[config.mk]
export PLATFORM = sky130hd
export DESIGN_NAME = instruction_fetch
export DESIGN_NICKNAME = d
export VERILOG_FILES = /design/src/rtl/if_pkg.sv /design/src/rtl/fetch_buffer.sv /design/src/rtl/instruction_fetch.sv
export SDC_FILE = /design/constraint.sdc
export NUM_CORES = 1
export LEC_CHECK = 0
export BUFFER_PORTS_ARGS = -buffer_cell sky130_fd_sc_hd__buf_2
export CORE_ASPECT_RATIO = 0.9
export CORE_MARGIN = 4
export CORE_UTILIZATION = 50
export CTS_CLUSTER_DIAMETER = 60
export DETAILED_ROUTE_END_ITERATION = 6
export GPL_TIMING_DRIVEN = 0
export PLACE_DENSITY = 0.88
export SLEW_MARGIN = 20
export SYNTH_ARGS = -nofsm -noshare
export SYNTH_HDL_FRONTEND = slang
export SYNTH_SLANG_ARGS = --single-unit
[constraint.sdc]
create_clock -name clk -period 2.5 [get_ports clk]
set_input_delay 0.25 -clock clk [delete_from_list [all_inputs] [get_ports clk]]
set_output_delay 0.25 -clock clk [all_outputs]
set_load 0.01 [all_outputs]
[src/rtl/if_pkg.sv]
// if_pkg: shared state encoding and constants for the instruction fetch stage
package if_pkg;
   localparam int XLEN    = 32;
   localparam int PC_STEP = 4;
   typedef enum logic [2:0] {IDLE, REQ, HOLD, SQUASH, FAULT} state_t;
endpackage

[src/rtl/fetch_buffer.sv]
// fetch_buffer: IF/ID pipeline register backed by a one-entry skid buffer
//   clk, reset (async, active-low)
//   stall            decode cannot accept a new entry
//   flush            drop both IF/ID and skid contents
//   load/load_instr/load_pc  returned word to capture
//   free             IF/ID can take a word this edge
//   if_valid/if_instr/if_pc  IF/ID entry presented to decode
module fetch_buffer #(
   parameter int              XLEN      = if_pkg::XLEN,
   parameter logic [XLEN-1:0] NOP_INSTR = '0
) (
   input  logic            clk,
   input  logic            reset,
   input  logic            stall,
   input  logic            flush,
   input  logic            load,
   input  logic [XLEN-1:0] load_instr,
   input  logic [XLEN-1:0] load_pc,
   output logic            free,
   output logic            if_valid,
   output logic [XLEN-1:0] if_instr,
   output logic [XLEN-1:0] if_pc
);
   logic            skid_valid;
   logic [XLEN-1:0] skid_instr;
   logic [XLEN-1:0] skid_pc;
   assign free = !if_valid || !stall;
   always_ff @(posedge clk or negedge reset) begin
      if (!reset) begin
         if_valid   <= 1'b0;
         if_instr   <= NOP_INSTR;
         if_pc      <= '0;
         skid_valid <= 1'b0;
         skid_instr <= NOP_INSTR;
         skid_pc    <= '0;
      end else if (flush) begin
         if_valid   <= 1'b0;
         if_instr   <= NOP_INSTR;
         skid_valid <= 1'b0;
      end else if (skid_valid && !stall) begin
         if_valid   <= 1'b1;
         if_instr   <= skid_instr;
         if_pc      <= skid_pc;
         skid_valid <= 1'b0;
      end else if (load && free) begin
         if_valid   <= 1'b1;
         if_instr   <= load_instr;
         if_pc      <= load_pc;
      end else if (load) begin
         skid_valid <= 1'b1;
         skid_instr <= load_instr;
         skid_pc    <= load_pc;
      end else if (!stall) begin
         // entry consumed (or already empty) with nothing to replace it
         if_valid   <= 1'b0;
         if_instr   <= NOP_INSTR;
      end
   end
endmodule

[src/rtl/instruction_fetch.sv]
// instruction_fetch: single-outstanding fetch stage feeding the IF/ID register
//   clk, reset (async, active-low)
//   pc / pc_next / pc_write       handshake with program_counter
//   imem_req / imem_addr / imem_ready / imem_rdata  instruction memory port
//   stall, redirect, redirect_target                 from decode / branch unit
//   if_valid / if_instr / if_pc                      IF/ID entry
//   fetch_fault                   misaligned fetch flag
// Optional feature: define FETCH_MISALIGN_CHECK_EN to trap fetches with pc[1:0]!=0.
module instruction_fetch #(
   parameter int              XLEN      = if_pkg::XLEN,
   parameter logic [XLEN-1:0] NOP_INSTR = '0
) (
   input  logic            clk,
   input  logic            reset,
   input  logic [XLEN-1:0] pc,
   output logic [XLEN-1:0] pc_next,
   output logic            pc_write,
   output logic            imem_req,
   output logic [XLEN-1:0] imem_addr,
   input  logic            imem_ready,
   input  logic [XLEN-1:0] imem_rdata,
   input  logic            stall,
   input  logic            redirect,
   input  logic [XLEN-1:0] redirect_target,
   output logic            if_valid,
   output logic [XLEN-1:0] if_instr,
   output logic [XLEN-1:0] if_pc,
   output logic            fetch_fault
);
   import if_pkg::*;
   state_t          state;
   state_t          state_nxt;
   logic [XLEN-1:0] req_addr_q;
   logic [XLEN-1:0] pc_aligned;
   logic            load;
   logic            free;
   logic            misaligned;
   assign pc_aligned = {pc[XLEN-1:2], 2'b00};
`ifdef FETCH_MISALIGN_CHECK_EN
   assign misaligned  = |pc[1:0];
   assign fetch_fault = reset && (state == FAULT || (state == REQ && misaligned));
`else
   assign misaligned  = 1'b0;
   assign fetch_fault = 1'b0;
`endif
   always_comb begin
      state_nxt = state;
      imem_req  = 1'b0;
      imem_addr = '0;
      pc_write  = 1'b0;
      pc_next   = '0;
      load      = 1'b0;
      case (state)
         IDLE:   state_nxt = REQ;
         REQ: begin
            if (misaligned) state_nxt = FAULT;
            else begin
               imem_req  = 1'b1;
               imem_addr = pc_aligned;
               if (imem_ready) begin
                  pc_write  = 1'b1;
                  pc_next   = pc + XLEN'(PC_STEP);
                  load      = 1'b1;
                  state_nxt = free ? REQ : HOLD;
               end
            end
         end
         HOLD:   state_nxt = stall ? HOLD : REQ;
         SQUASH: begin
            // the already-issued request must finish before a new address goes out
            imem_req  = 1'b1;
            imem_addr = req_addr_q;
            state_nxt = imem_ready ? REQ : SQUASH;
         end
         FAULT:  state_nxt = FAULT;
         default: state_nxt = IDLE;
      endcase
      if (redirect) begin
         pc_write  = 1'b1;
         pc_next   = redirect_target;
         load      = 1'b0;
         state_nxt = (imem_req && !imem_ready) ? SQUASH : REQ;
      end
      if (!reset) begin
         imem_req  = 1'b0;
         imem_addr = '0;
         pc_write  = 1'b0;
         pc_next   = '0;
         load      = 1'b0;
      end
   end
   always_ff @(posedge clk or negedge reset) begin
      if (!reset) begin
         state      <= IDLE;
         req_addr_q <= '0;
      end else begin
         state <= state_nxt;
         if (state == REQ && imem_req) req_addr_q <= pc_aligned;
      end
   end
   fetch_buffer #(.XLEN(XLEN), .NOP_INSTR(NOP_INSTR)) u_buf (
      .clk        (clk),
      .reset      (reset),
      .stall      (stall),
      .flush      (redirect),
      .load       (load),
      .load_instr (imem_rdata),
      .load_pc    (pc),
      .free       (free),
      .if_valid   (if_valid),
      .if_instr   (if_instr),
      .if_pc      (if_pc)
   );
endmodule
==> results of run 1 <==
==> critical path, delay by kind of cell (launching register included) <==
family,cells,cell delay (ps)
compound gates,1,240
buf+inv,3,620
flops,1,400
simple gates,2,470
==> power groups by stage <==
stage | registers [W] | logic [W] | clock network, W
2_1_floorplan | 0.00316 | 0.000550 | 0
3_3_place_gp | 0.00310 | 0.00111 | 0
3_5_place_dp | 0.00312 | 0.00114 | 0
4_1_cts | 0.00307 | 0.00115 | 0.00273
5_1_grt | 0.00311 | 0.00126 | 0.00284
6_report | 0.00307 | 0.00114 | 0.00267
==> flip-flops by register name, indices dropped and copies added (netlist names) <==
signal	flops
state	3
u_buf.if_instr	32
u_buf.skid_instr	32
u_buf.skid_pc	32
u_buf.if_pc	32
u_buf.if_valid	1
u_buf.skid_valid	1
req_addr_q	30
==> cell usage after synthesis, types with 2 or more instances <==
library cell / number
sky130_fd_sc_hd__o21ai_1: 12
sky130_fd_sc_hd__clkbuf_1: 22
sky130_fd_sc_hd__buf_1: 5
sky130_fd_sc_hd__mux2i_1: 62
sky130_fd_sc_hd__nor4_4: 2
sky130_fd_sc_hd__nor4_2: 3
sky130_fd_sc_hd__nand4_1: 5
sky130_fd_sc_hd__xor2_1: 15
sky130_fd_sc_hd__mux2_2: 152
sky130_fd_sc_hd__nor2_1: 38
sky130_fd_sc_hd__nand4_2: 2
sky130_fd_sc_hd__a21oi_1: 2
sky130_fd_sc_hd__buf_4: 3
sky130_fd_sc_hd__o21ai_0: 57
sky130_fd_sc_hd__inv_1: 5
sky130_fd_sc_hd__a22o_1: 3
sky130_fd_sc_hd__buf_2: 22
sky130_fd_sc_hd__nand2_1: 79
sky130_fd_sc_hd__or4_4: 2
sky130_fd_sc_hd__xnor2_1: 13
sky130_fd_sc_hd__and4_1: 2
sky130_fd_sc_hd__dfrtp_1: 163
sky130_fd_sc_hd__and3_1: 3
sky130_fd_sc_hd__nor3_1: 4
sky130_fd_sc_hd__nand3_1: 12
==> worst max path at each step <==
stage | startpoint | endpoint | slack [ps] | depth (start not counted)
finish | state[2] | pc_next[8] | 110 | 6
global route | pc[2] | pc_next[22] | 7 | 8
CTS | state[1] | imem_addr[6] | 10 | 5
detailed placement | reset | u_buf.if_pc[5] | -540 | 8
global placement | reset | u_buf.if_pc[28] | -3220 | 8
floorplan | pc[15] | pc_next[30] | 590 | 6
==> per-layer routing <==
metal / wire length [um] / GRT usage, % / vias up
li1: - / - / 2967
met1: 8810 / 29.6 / 3093
met2: 10400 / 39.5 / 231
met3: 1900 / 8.45 / 23
met4: 272 / 5.76 / 2
met5: 19 / 0 / -
==> layout make-up <==
| cell class | instances | area [um2] | share of cell area [%] |
|---|---|---|---|
| repair buffers | 228 | 1200 | 11.7 |
| clock buffers | 20 | 457 | 4.44 |
| clock inverters | 12 | 153 | 1.49 |
| inverters | 5 | 18.8 | 0.183 |
| multi-input cells | 487 | 3860 | 37.6 |
| flip-flops and latches | 163 | 4080 | 39.7 |
| plain buffers | 52 | 256 | 2.50 |
| well taps | 202 | 253 | 2.46 |
==> what timing repair did <==
| action | 4_1_cts | 5_1_grt |
|---|---|---|
| pin swaps | 0 | 1 |
| setup endpoints to repair | 61 | 116 |
| setup buffers | 0 | 6 |
| endpoints found under the hold margin | 96 | 96 |
| gates resized for setup | 10 | 21 |
==> per-stage QoR <==
stage	total power [W]	std cells	hold slack, ps
after detailed placement	0.00426	1131	338
after global placement	0.00420	1130	456
after CTS	0.00696	1163	-201
final	0.00689	1169	-258
after floorplan	0.00371	707	-45.6
after global routing	0.00721	1169	-235
==> cell usage in the layout, fill, tap and decap left out, drive strengths merged, types with 7 or more instances in the layout <==
master  count
clkbuf     48
xor2       15
nand4       7
o21ai      70
inv         7
nor2       38
dfrtp     163
xnor2      13
nand3      14
nand2      79
buf       252
mux2      152
mux2i      62
==> cells by family after synthesis <==
family                     share of synthesized area [%]
other                                             0.0460
muxes                                               28.6
and+or+nand+nor                                     9.81
DFF                                                 50.1
AOI/OAI and AO/OA                                   5.19
xor gates and xnor gates                            3.01
buffers and inverters                               3.10
adders and majority gates                          0.154
==> results.cfg, run 1 <==
[power]
swShare_pct = 25.9
cellInternalPower_w = 0.00510
clock_power_share_pct = 38.8
power.share.sequential_pct = 44.6
power-per-cell-area_nw_per_um2 = 670
p_sw_w = 0.00179
max-vdd-ir-drop_mv = 0.538
power.share.combinational_pct = 16.6
total_leakage_power_nw = 5.03

[timing]
maxSlewHeadroom_pct = 53.2
worst_pin_slew_ps = 702
timing.final.hold_violations = 96
setup_viol_count_final = 0
final.setup.tns_ps = 0
clock.fmax_ghz = 0.418
timing.hold.ws_ps = -258
finalWorstPathRequiredPeriod_ps = 2390
max_slew_violation_count = 0
finalClockSkew_ps = 10.2
finalCritPeriodShare_pct = 95.8
grt_setup_unrepaired = false
worst_slack_ps = 106

[die]
row_count = 43
die_area_um2 = 18400
start_util_pct = 51.9
dieHeight_um = 129
die-width_um = 143
io_pins = 233
floorplan.core_area_um2 = 15700

[final_layout]
num_antenna_cells = 0
post_route_cells_drive_above_1_share_pct = 48.0
fin_area_um2 = 10300
num-nets-final = 1056
final_util_pct = 65.4
flow.area_growth_from_synthesis_pct = 26.1
layout.filler_cells = 1240

[global_route]
initial_antenna_violation_count = 1
overflow = 0
track_usage_pct = 23.6
grt_start_max_net_pins = 100
vias_in_the_first_global_route = 6445
first_pass_grt_wire_length_um = 34100

[synthesis]
synth_edf_count = 0
seq_area_frac_synth_pct = 50.1
ys_seq_elements = 163
syn-cell-area_um2 = 8150
yosys-top-cells-area = sky130_fd_sc_hd__dfrtp_1 (50%), sky130_fd_sc_hd__mux2_2 (21%), sky130_fd_sc_hd__mux2i_1 (7.6%)
async_reset_ff_share_pct = 100
most_frequently_used_flop_master_after_synthesis = sky130_fd_sc_hd__dfrtp_1
synth_top_area_share_pct = 50.1
yosys.cell_types.count = 42
netlist_instances = 705
synth_warnings = 0
synth_top_area_cell = sky130_fd_sc_hd__dfrtp_1
synth.avg_cell_area_um2 = 11.6

[routing]
drc = 0
firstDrtPassIters = 4
vias_per_cell = 5.40
wl_per_cell_um = 18.3
initialDrtViolationCount = 239
antenna_violating_nets_left = 0
detail_route.wirelength_um = 21400
num_vias = 6316

[setup_path]
timing.setup.critical_path_class = reg2out
critical_path.slowest_cell = sky130_fd_sc_hd__dfrtp_1
worstReg2RegStart = state[1]
critical_path_rt_ps = 2250
cp-end-kind = primary output
crit_path_max_fo = 10
worstPathCellList = nand3b_1 > inv_2 > nand3_1 > clkbuf_4 > o21ai_0 > buf_2
critical_path_arrival_ps = 2140
worst-r2r-cell-count = 7
end_of_the_worst_register_to_register_path = u_buf.skid_pc[21]
timing.critical_path.slowest_cell_delay_ps = 400
startpoint_type = flop
r2r_setup_slack_ps = 210

[placed_design]
placed_cell_area_um2 = 9550
place.gp.congestion = 0.817
dp_hpwl_um = 15700
count_of_input_and_output_buffers = 221
dp_worst_setup_slack_ps = -545

[clock_network]
cts-buffers-inserted = 17
cts_sinks = 163
clkLatencyLatePin_ps = 420
h_tree_lvls = 4
cts-root-buf = sky130_fd_sc_hd__clkbuf_16
clockBufferDepth = 2
clkSlewWorstSetupHoldPaths_ps = 60
cts_tree = done

[job]
drv.max_cap_violation_count = 0

[run_status]
result_of_the_run = finished with violations
failed_checks = hold timing

[hold_path]
hp-class = in2async
Power figures use the tool's default switching activity.
==> inputs of run 2 (changes only) <==
Settings changed: CORE_UTILIZATION 50 to 47, PLACE_DENSITY 0.88 to 0.87.
Clock period 2.5 ns to 2.1 ns, I/O delays scaled along.
==> results.cfg, run 2 (synthesized netlist as in run 1, its figures left out) <==
[run_status]
result_of_the_run = finished with violations
failed_checks = setup timing

[placed_design]
placed_cell_area_um2 = 9620
dp_hpwl_um = 16100
count_of_input_and_output_buffers = 221
place.gp.congestion = 0.825
dp_worst_setup_slack_ps = -778

[hold_path]
hp-class = in2reg
whs_endpoint = u_buf.skid_instr[0]
min_path_cells = 2
min-delay-start = imem_rdata[0]

[power]
power.share.sequential_pct = 44.6
p_sw_w = 0.00220
cellInternalPower_w = 0.00600
clock_power_share_pct = 37.9
power-per-cell-area_nw_per_um2 = 768
swShare_pct = 26.8
power.share.combinational_pct = 17.5
total_leakage_power_nw = 5.18
max-vdd-ir-drop_mv = 0.556
total_power_w = 0.00821

[timing]
finalClockSkew_ps = 8.25
setup_viol_count_final = 1
max_slew_violation_count = 0
grt_setup_unrepaired = true
finalWorstPathRequiredPeriod_ps = 2100
maxSlewHeadroom_pct = 53.2
clock.fmax_ghz = 0.476
finalCritPeriodShare_pct = 100
timing.hold.ws_ps = 34.6
timing.final.hold_violations = 0
worst_slack_ps = -1.52
worst_pin_slew_ps = 703

[die]
die_area_um2 = 19500
die-width_um = 147
floorplan.core_area_um2 = 16900
row_count = 45
start_util_pct = 48.1
io_pins = 233
dieHeight_um = 133

[routing]
drc = 0
initialDrtViolationCount = 240
detail_route.wirelength_um = 22200
firstDrtPassIters = 4
vias_per_cell = 5.23
num_vias = 6338
wl_per_cell_um = 18.3
antenna_violating_nets_left = 0

[clock_network]
cts-root-buf = sky130_fd_sc_hd__clkbuf_16
cts_tree = done
cts-buffers-inserted = 17
clkLatencyLatePin_ps = 420
h_tree_lvls = 4
cts_sinks = 163
clockBufferDepth = 2
clkSlewWorstSetupHoldPaths_ps = 60

[setup_path]
r2r_setup_slack_ps = 90
startpoint_type = flop
crit_path_max_fo = 10
timing.setup.critical_path_class = reg2out
worst-r2r-cell-count = 4
worst_setup_path_startpoint = state[2]
critical_path_rt_ps = 1890
worstReg2RegStart = state[2]
critical_path_arrival_ps = 1890
end_of_the_worst_register_to_register_path = req_addr_q[5]
cp-end-kind = primary output

[global_route]
vias_in_the_first_global_route = 6478
initial_antenna_violation_count = 0
track_usage_pct = 22.5
first_pass_grt_wire_length_um = 34600
grt_start_max_net_pins = 65
overflow = 0

[final_layout]
most-common-layout-cells = sky130_fd_sc_hd__buf_2 (236), sky130_fd_sc_hd__dfrtp_1 (163), sky130_fd_sc_hd__mux2_2 (152)
num_antenna_cells = 0
final_common_cell = sky130_fd_sc_hd__buf_2
post_route_cells_drive_above_1_share_pct = 51.6
layout.filler_cells = 1308
sequential_cell_area_um2 = 4080
fin_area_um2 = 10700
multiInputGateArea_um2 = 4010
flow.area_growth_from_synthesis_pct = 31.2
num-nets-final = 1065

[job]
drv.max_cap_violation_count = 0
run 2: layout make-up:
cell class,instances,area share [%]
sequential,163,38.2
inverter,5,0.176
tap,235,2.75
clock inverter,11,1.18
buffer,49,2.94
multi-input combinational,487,37.5
clock buffer,21,4.31
timing repair buffer,240,13.0
run 2: routing by layer:
metal / vias up / global-route usage [%] / wire, um
met5: - / 0 / 0
li1: 2984 / - / -
met3: 23 / 7.64 / 1640
met4: 0 / 5.54 / 239
met1: 3138 / 28.6 / 9530
met2: 193 / 37.2 / 10800
run 2: what timing repair did:
action / 4_1_cts / 5_1_grt
gates cloned: 1 / 0
hold endpoints to repair: 46 / 0
setup endpoints to repair: 165 / 131
setup buffers: 2 / 8
gates resized for setup: 47 / 55
pin swaps: 3 / 5
hold buffers: 6 / 0
run 2: critical path: stages, from the launching register on:
cell and delay [ps]:
sky130_fd_sc_hd__dfrtp_1 410, sky130_fd_sc_hd__nand3b_1 250, sky130_fd_sc_hd__nor2_1 250, sky130_fd_sc_hd__clkbuf_4 290
sky130_fd_sc_hd__a21o_1 130, sky130_fd_sc_hd__buf_2 150
run 2: worst max-delay path by stage:
stage / end / slack [ps] / depth (start not counted)
after floorplan: u_buf.if_pc[0] / 220 / 7
after global placement: u_buf.if_pc[5] / -3560 / 8
after detailed placement: u_buf.if_pc[1] / -780 / 9
after CTS: pc_next[10] / -20 / 6
after global routing: pc_write / -120 / 5
final: pc_write / -2 / 5
run 2: power by group through the flow:
stage	clock network, W	registers, W	logic (W)
after floorplan	0	0.00376	0.000654
after global placement	0	0.00369	0.00132
after detailed placement	0	0.00371	0.00137
after CTS	0.00314	0.00366	0.00142
after global routing	0.00327	0.00371	0.00156
final	0.00311	0.00366	0.00144
run 2: through the flow:
stage / setup TNS, ps / instances / utilization (%)
after floorplan: 0 / 707 / -
after global placement: -995930 / 1163 / 56.4
after detailed placement: -102110 / 1165 / 56.8
after CTS: -77.1 / 1204 / 61.8
after global routing: -1520 / 1211 / 63.1
final: -1.52 / 1211 / 63.1
